`config.mk`:
```
export PLATFORM = sky130hd
export DESIGN_NAME = cpu_exec_scheduler
export DESIGN_NICKNAME = d
export VERILOG_FILES = /design/src/rtl/cpu_exec_scheduler.sv
export SDC_FILE = /design/constraint.sdc
export NUM_CORES = 1
export LEC_CHECK = 0
export CAP_MARGIN = 20
export CORE_AREA = 2 2 153 155
export DETAILED_ROUTE_END_ITERATION = 10
export DIE_AREA = 0 0 155 157
export GPL_TIMING_DRIVEN = 0
export PLACE_DENSITY_LB_ADDON = 0.1
export SKIP_CTS_REPAIR_TIMING = 1
export SYNTH_ARGS = -nofsm -noshare
export SYNTH_HDL_FRONTEND = slang
export SYNTH_SLANG_ARGS = --single-unit
```
`constraint.sdc`:
```
create_clock -name clk -period 2.85 [get_ports clk]
set_input_delay 0.4275 -clock clk [delete_from_list [all_inputs] [get_ports clk]]
set_output_delay 0.4275 -clock clk [all_outputs]
set_load 0.01 [all_outputs]
```
`src/rtl/cpu_exec_scheduler.sv`:
```
// Execution scheduler: dispatches one issued instruction to the ALU, MD, MEM or BR unit,
// waits for that unit's done (guarded by a watchdog) and returns a single registered commit.
module cpu_exec_scheduler #(
  parameter int unsigned TIMEOUT_CYC = 1024,
  parameter int unsigned CNT_W       = 16
) (
  input  logic         clk,
  input  logic         resetn,
  input  logic         issue_i,
  input  logic [4:0]   opcode_i,
  input  logic [31:0]  op0_i,
  input  logic [31:0]  op1_i,
  input  logic [18:0]  jump_addr_i,
  input  logic [18:0]  pc_i,
  input  logic         div_mult_i,
  input  logic         sign_i,
  output logic [3:0]   unit_start_o,
  output logic [4:0]   unit_opcode_o,
  output logic [31:0]  unit_op0_o,
  output logic [31:0]  unit_op1_o,
  output logic [18:0]  unit_jump_addr_o,
  output logic [18:0]  unit_pc_o,
  output logic         unit_div_mult_o,
  output logic         unit_sign_o,
  input  logic [3:0]   unit_done_i,
  input  logic [127:0] unit_data_i,
  output logic         commit_o,
  output logic [31:0]  return_data_o,
  output logic [3:0]   byte_o,
  output logic         busy_o,
  output logic         err_o
);

  typedef enum logic [1:0] {
    S_IDLE,
    S_START,
    S_WAIT,
    S_RESP
  } state_e;

  localparam logic [CNT_W-1:0] CNT_LAST = CNT_W'(TIMEOUT_CYC - 1);

  // One-hot unit lane for an opcode; zero marks the opcodes the scheduler ignores.
  function automatic logic [3:0] classify(input logic [4:0] op);
    logic [3:0] cls;
    case (op)
      5'd0, 5'd1, 5'd5, 5'd6, 5'd7, 5'd8, 5'd9:                 cls = 4'b0001;
      5'd2, 5'd3:                                               cls = 4'b0010;
      5'd16, 5'd17, 5'd18, 5'd19, 5'd20, 5'd21, 5'd22,
      5'd24, 5'd25, 5'd26, 5'd27, 5'd28, 5'd29, 5'd30:          cls = 4'b0100;
      5'd10, 5'd11, 5'd12, 5'd13, 5'd14, 5'd15:                 cls = 4'b1000;
      default:                                                  cls = 4'b0000;
    endcase
    return cls;
  endfunction

  function automatic logic [3:0] byte_enables(input logic [4:0] op, input logic [3:0] lane);
    logic [3:0] be;
    be = 4'h0;
    if (lane[0] || lane[1]) begin
      be = 4'hF;
    end else if (lane[2]) begin
      case (op)
        5'd24:   be = 4'h1;
        5'd25:   be = 4'h2;
        5'd26:   be = 4'h4;
        5'd27:   be = 4'h8;
        5'd28:   be = 4'h3;
        5'd29:   be = 4'hC;
        5'd30:   be = 4'hF;
        default: be = 4'h0;
      endcase
    end
    return be;
  endfunction

  state_e      state_q, state_d;
  logic [3:0]  lane_q, lane_d;
  logic [4:0]  opcode_q, opcode_d;
  logic [31:0] op0_q, op0_d;
  logic [31:0] op1_q, op1_d;
  logic [18:0] jump_q, jump_d;
  logic [18:0] pc_q, pc_d;
  logic        div_mult_q, div_mult_d;
  logic        sign_q, sign_d;
  logic [3:0]  start_q, start_d;
  logic        commit_q, commit_d;
  logic [31:0] data_q, data_d;
  logic [3:0]  byte_q, byte_d;
  logic        busy_q, busy_d;
  logic        err_q, err_d;
  logic [CNT_W-1:0] cnt_q, cnt_d;

  logic [3:0]  issue_cls;
  logic [3:0]  stray_done;
  logic        active_done;
  logic [31:0] lane_data;

  assign issue_cls   = classify(opcode_i);
  assign stray_done  = unit_done_i & ~lane_q;
  assign active_done = |(unit_done_i & lane_q);

  always_comb begin
    lane_data = 32'h0;
    for (int k = 0; k < 4; k++) begin
      if (lane_q[k]) begin
        lane_data = unit_data_i[32*k +: 32];
      end
    end
  end

  always_comb begin
    state_d    = state_q;
    lane_d     = lane_q;
    opcode_d   = opcode_q;
    op0_d      = op0_q;
    op1_d      = op1_q;
    jump_d     = jump_q;
    pc_d       = pc_q;
    div_mult_d = div_mult_q;
    sign_d     = sign_q;
    start_d    = 4'b0000;
    commit_d   = 1'b0;
    data_d     = data_q;
    byte_d     = byte_q;
    err_d      = err_q;
    cnt_d      = cnt_q;

    case (state_q)
      S_IDLE: begin
        if (|unit_done_i) begin
          err_d = 1'b1;
        end
        if (issue_i && (|issue_cls)) begin
          lane_d     = issue_cls;
          opcode_d   = opcode_i;
          op0_d      = op0_i;
          op1_d      = op1_i;
          jump_d     = jump_addr_i;
          pc_d       = pc_i;
          div_mult_d = div_mult_i;
          sign_d     = sign_i;
          start_d    = issue_cls;
          state_d    = S_START;
        end
      end

      S_START: begin
        cnt_d = '0;
        if (issue_i || (|stray_done)) begin
          err_d = 1'b1;
        end
        // A unit may finish in the same cycle it is started.
        if (active_done) begin
          data_d   = lane_data;
          byte_d   = byte_enables(opcode_q, lane_q);
          commit_d = 1'b1;
          state_d  = S_RESP;
        end else begin
          state_d = S_WAIT;
        end
      end

      S_WAIT: begin
        cnt_d = cnt_q + CNT_W'(1);
        if (issue_i || (|stray_done)) begin
          err_d = 1'b1;
        end
        if (active_done) begin
          data_d   = lane_data;
          byte_d   = byte_enables(opcode_q, lane_q);
          commit_d = 1'b1;
          state_d  = S_RESP;
        end else if (cnt_d == CNT_LAST) begin
          data_d   = 32'h0;
          byte_d   = 4'h0;
          commit_d = 1'b1;
          err_d    = 1'b1;
          state_d  = S_RESP;
        end
      end

      S_RESP: begin
        if (issue_i || (|stray_done)) begin
          err_d = 1'b1;
        end
        state_d = S_IDLE;
      end

      default: begin
        state_d = S_IDLE;
      end
    endcase

    busy_d = (state_d != S_IDLE);
  end

  always_ff @(posedge clk or negedge resetn) begin
    if (!resetn) begin
      state_q    <= S_IDLE;
      lane_q     <= 4'b0000;
      opcode_q   <= 5'd0;
      op0_q      <= 32'h0;
      op1_q      <= 32'h0;
      jump_q     <= 19'h0;
      pc_q       <= 19'h0;
      div_mult_q <= 1'b0;
      sign_q     <= 1'b0;
      start_q    <= 4'b0000;
      commit_q   <= 1'b0;
      data_q     <= 32'h0;
      byte_q     <= 4'h0;
      busy_q     <= 1'b0;
      err_q      <= 1'b0;
      cnt_q      <= '0;
    end else begin
      state_q    <= state_d;
      lane_q     <= lane_d;
      opcode_q   <= opcode_d;
      op0_q      <= op0_d;
      op1_q      <= op1_d;
      jump_q     <= jump_d;
      pc_q       <= pc_d;
      div_mult_q <= div_mult_d;
      sign_q     <= sign_d;
      start_q    <= start_d;
      commit_q   <= commit_d;
      data_q     <= data_d;
      byte_q     <= byte_d;
      busy_q     <= busy_d;
      err_q      <= err_d;
      cnt_q      <= cnt_d;
    end
  end

  assign unit_start_o     = start_q;
  assign unit_opcode_o    = opcode_q;
  assign unit_op0_o       = op0_q;
  assign unit_op1_o       = op1_q;
  assign unit_jump_addr_o = jump_q;
  assign unit_pc_o        = pc_q;
  assign unit_div_mult_o  = div_mult_q;
  assign unit_sign_o      = sign_q;
  assign commit_o         = commit_q;
  assign return_data_o    = data_q;
  assign byte_o           = byte_q;
  assign busy_o           = busy_q;
  assign err_o            = err_q;

endmodule

```
==> flow_metrics.env <==
export IMPL_synth_yosys_seq_area_share_pct=52.3
export IMPL_die_h_um=157
export IMPL_grt_max_degree=89
export IMPL_pwr_share_seq_pct=29.9
export IMPL_final_cells=1672
export IMPL_hold_class="input pin to asynchronous set/reset pin"
export IMPL_fillCellCount=2028
export IMPL_die_x_um=155
export IMPL_tightest_slew_ns=0.823
export IMPL_drc=0
export IMPL_worst_ep_required_time_ns=3.21
export IMPL_crit_path_end_kind="register"
export IMPL_whs_ns=0.0105
export IMPL_cp_slowest_cell="o21ai_1"
export IMPL_ys_async_sr_fraction_pct=100
export IMPL_via_per_inst=5.03
export IMPL_power_net_switching_w=0.00577
export IMPL_combPwrFrac_pct=52.2
export IMPL_reg2reg_to="return_data_o[11]"
export IMPL_n_antenna_cell=0
export IMPL_r2r_slack_ns=0.19
export IMPL_drive_gt1_share_pct=5.34
export IMPL_vias=8417
export IMPL_antenna_found_initial=1
export IMPL_slew_violations=0
export IMPL_dp_cells=1640
export IMPL_ys_types=48
export IMPL_setup_viol=0
export IMPL_reg2reg_from="lane_q[2]"
export IMPL_gp_congestion=0.834
export IMPL_dieArea_sq_mm=0.0243
export IMPL_path_class="register to register"
export IMPL_fmax_ghz=0.376
export IMPL_syn_area_per_cell_sq_um=8.69
export IMPL_htreeDepth=4
export IMPL_tritoncts="built"
export IMPL_hold_viol_final=0
export IMPL_arrival_ns=3.02
export IMPL_ant_nets=0
export IMPL_rows=55
export IMPL_outcome="finished, final reports clean"
export IMPL_p_leak_nw=5.83
export IMPL_start_util_pct=37.0
export IMPL_clk_latency_ns=0.43
export IMPL_place_hpwl_um=23500
export IMPL_cts_root_buffer="clkbuf_16"
export IMPL_cp_max_fo=10
export IMPL_synth_edf_count=0
export IMPL_finalCriticalPeriod_ns=2.66
export IMPL_max_slew_margin_pct=44.7
export IMPL_grt_pass1_wl_um=47100
export IMPL_grt_pass1_vias=8393
export IMPL_peakVddDrop_uv=473
export IMPL_netlist_area_sq_mm=0.00833
export IMPL_multi_input_area_sq_mm=0.00364
export IMPL_track_usage_pct=25.0
export IMPL_drv_cap=0
export IMPL_finalWirelength_um=30900
export IMPL_io_buffers=395
export IMPL_wl_per_cell_um=18.5
export IMPL_cts_sinks=174
export IMPL_setup_tns_final_ns=0
export IMPL_area_growth_pct=59.7
export IMPL_firstDrtPassIters=5
export IMPL_synth_fp_nets=1209
export IMPL_nets=1624
export IMPL_clkPwrFrac_pct=17.9
export IMPL_swShare_pct=40.7
export IMPL_yosys_register_bits=174
export IMPL_drt_iter0_drc=623
export IMPL_synth_cells=959
export IMPL_rsz0062_at_grt="false"
export IMPL_cts_buffers=17
export IMPL_clock_path_buffers=2
export IMPL_overflow=0
export IMPL_start_kind="register"
export IMPL_ios=396
export IMPL_clkTransAtPathRegs_ns=0.07
export IMPL_crit_path_cell_trace="clkbuf_1 -> a22oi_1 -> nand2_1 -> o21ai_1 -> clkbuf_1 -> a22oi_1 -> o21ai_2"
export IMPL_ys_warn_count=0
export IMPL_skew_ns=0.00933
export IMPL_post_route_period_util_pct=93.4
export IMPL_r2r_cells=7
export IMPL_seq_area_sq_mm=0.00435
export IMPL_ys_flop_type="dfrtp_1"
export IMPL_total_power_w=0.0142
export IMPL_critPathMaxStageDelay_ns=0.69
export IMPL_p_int_w=0.00841
export IMPL_core_sq_mm=0.0225
export IMPL_power_density_mw_per_mm2=1070
-- worst max-delay path: cells and delay by family (launching register included) --
kind	cells	cell delay [ns]
and+or+nand+nor	1	0.18
AOI/OAI and AO/OA	4	1.27
DFF	1	0.36
buffers and inverters	2	0.77
-- logic make-up (layout without fill, tap and decap cells) --
kind of cell,Yosys count,count (layout),share of synthesized area (%)
buffers and inverters,76,504,4.01
DFF,174,174,52.3
and+or+nand+nor,498,498,24.1
xor gates and xnor gates,4,4,0.421
muxes,3,3,0.360
AOI/OAI and AO/OA,198,198,18.0
adders and majority gates,6,6,0.901
-- cells in the final DEF (no fill, tap or decap), types with 9 or more instances in the layout --
| master | instances |
|---|---|
| clkdlybuf4s50_1 | 394 |
| clkbuf_1 | 60 |
| o21ai_0 | 27 |
| nand2_1 | 413 |
| o21ai_2 | 30 |
| nor2_1 | 42 |
| a21oi_1 | 9 |
| a221oi_1 | 32 |
| a22oi_1 | 39 |
| clkbuf_16 | 17 |
| o31ai_1 | 37 |
| inv_1 | 11 |
| dfrtp_1 | 174 |
-- final cells by class --
cell class                      count  share of cell area [%]
Buffer                             64                    2.17
Clock buffer                       18                    3.30
Clock inverter                     14                    1.44
Inverter                           12                   0.339
Multi-Input combinational cell    709                    27.4
Sequential cell                   174                    32.7
Tap cell                          285                    2.68
Timing Repair Buffer              396                    30.0
-- routing by layer --
layer / GRT usage [%] / wire, um
met5: 0 / 14
met4: 6.88 / 556
met3: 9.03 / 2960
met2: 43.4 / 15200
met1: 29.4 / 12200
-- worst max path at each step --
| stage | start | endpoint | slack (ns) | cells after the start |
|---|---|---|---|---|
| after global placement | resetn | unit_jump_addr_o[3] | -6.36 | 1 |
| after CTS | lane_q[2] | return_data_o[11] | 0.19 | 7 |
| after floorplan | cnt_q[1] | return_data_o[10] | 0.70 | 7 |
| after global routing | state_q[0] | unit_op0_o[2] | 0.01 | 8 |
| after detailed placement | opcode_i[1] | unit_op0_o[6] | -0.19 | 8 |
| final | lane_q[2] | return_data_o[11] | 0.19 | 7 |
-- state kept, by name, indices dropped and copies added, names as in the netlist --
name	count
unit_sign_o	1
return_data_o	32
byte_o	4
err_o	1
commit_o	1
unit_jump_addr_o	19
unit_start_o	4
unit_op1_o	32
state_q	2
unit_op0_o	32
unit_pc_o	19
lane_q	4
cnt_q	16
busy_o	1
unit_opcode_o	5
unit_div_mult_o	1
-- Yosys cell counts, types with 2 or more instances --
cell type | instances | area [sq um]
o41ai_1 | 3 | 26.3
nand2_1 | 413 | 1550
o21ai_0 | 27 | 135
a21o_1 | 5 | 37.5
mux2i_1 | 3 | 30.0
o2bb2ai_1 | 2 | 17.5
inv_1 | 11 | 41.3
ha_1 | 6 | 75.1
a21oi_1 | 9 | 45.0
nor3_1 | 7 | 35.0
clkbuf_1 | 60 | 225
nor2b_1 | 3 | 18.8
nor4_1 | 7 | 43.8
buf_12 | 3 | 60.1
a211oi_1 | 2 | 15.0
a221oi_1 | 32 | 280
xnor2_1 | 3 | 26.3
dfrtp_1 | 174 | 4350
a31oi_1 | 2 | 12.5
o31ai_1 | 37 | 278
o21ai_2 | 30 | 263
nand4_1 | 4 | 25.0
a22oi_1 | 39 | 293
nand3_1 | 8 | 40.0
nor2_1 | 42 | 158
and3_1 | 3 | 18.8
a22o_1 | 3 | 26.3
-- metrics by stage --
| stage | utilization, % | cell area [sq um] | setup WS, ns |
|---|---|---|---|
| after floorplan | - | 8330 | 0.703 |
| after global placement | 56.2 | 12600 | -6.36 |
| after detailed placement | 56.3 | 12700 | -0.195 |
| after CTS | 59.1 | 13300 | 0.190 |
| after global routing | 59.1 | 13300 | 0.0103 |
| final | 59.1 | 13300 | 0.189 |
-- power by group through the flow --
stage	combinational (W)	sequential [W]	clock (W)
CTS	0.00749	0.00424	0.00258
global placement	0.00740	0.00422	0
global route	0.00812	0.00438	0.00269
floorplan	0.00328	0.00466	0
finish	0.00741	0.00425	0.00253
detailed placement	0.00746	0.00425	0
(Power assumes the default switching activity.)
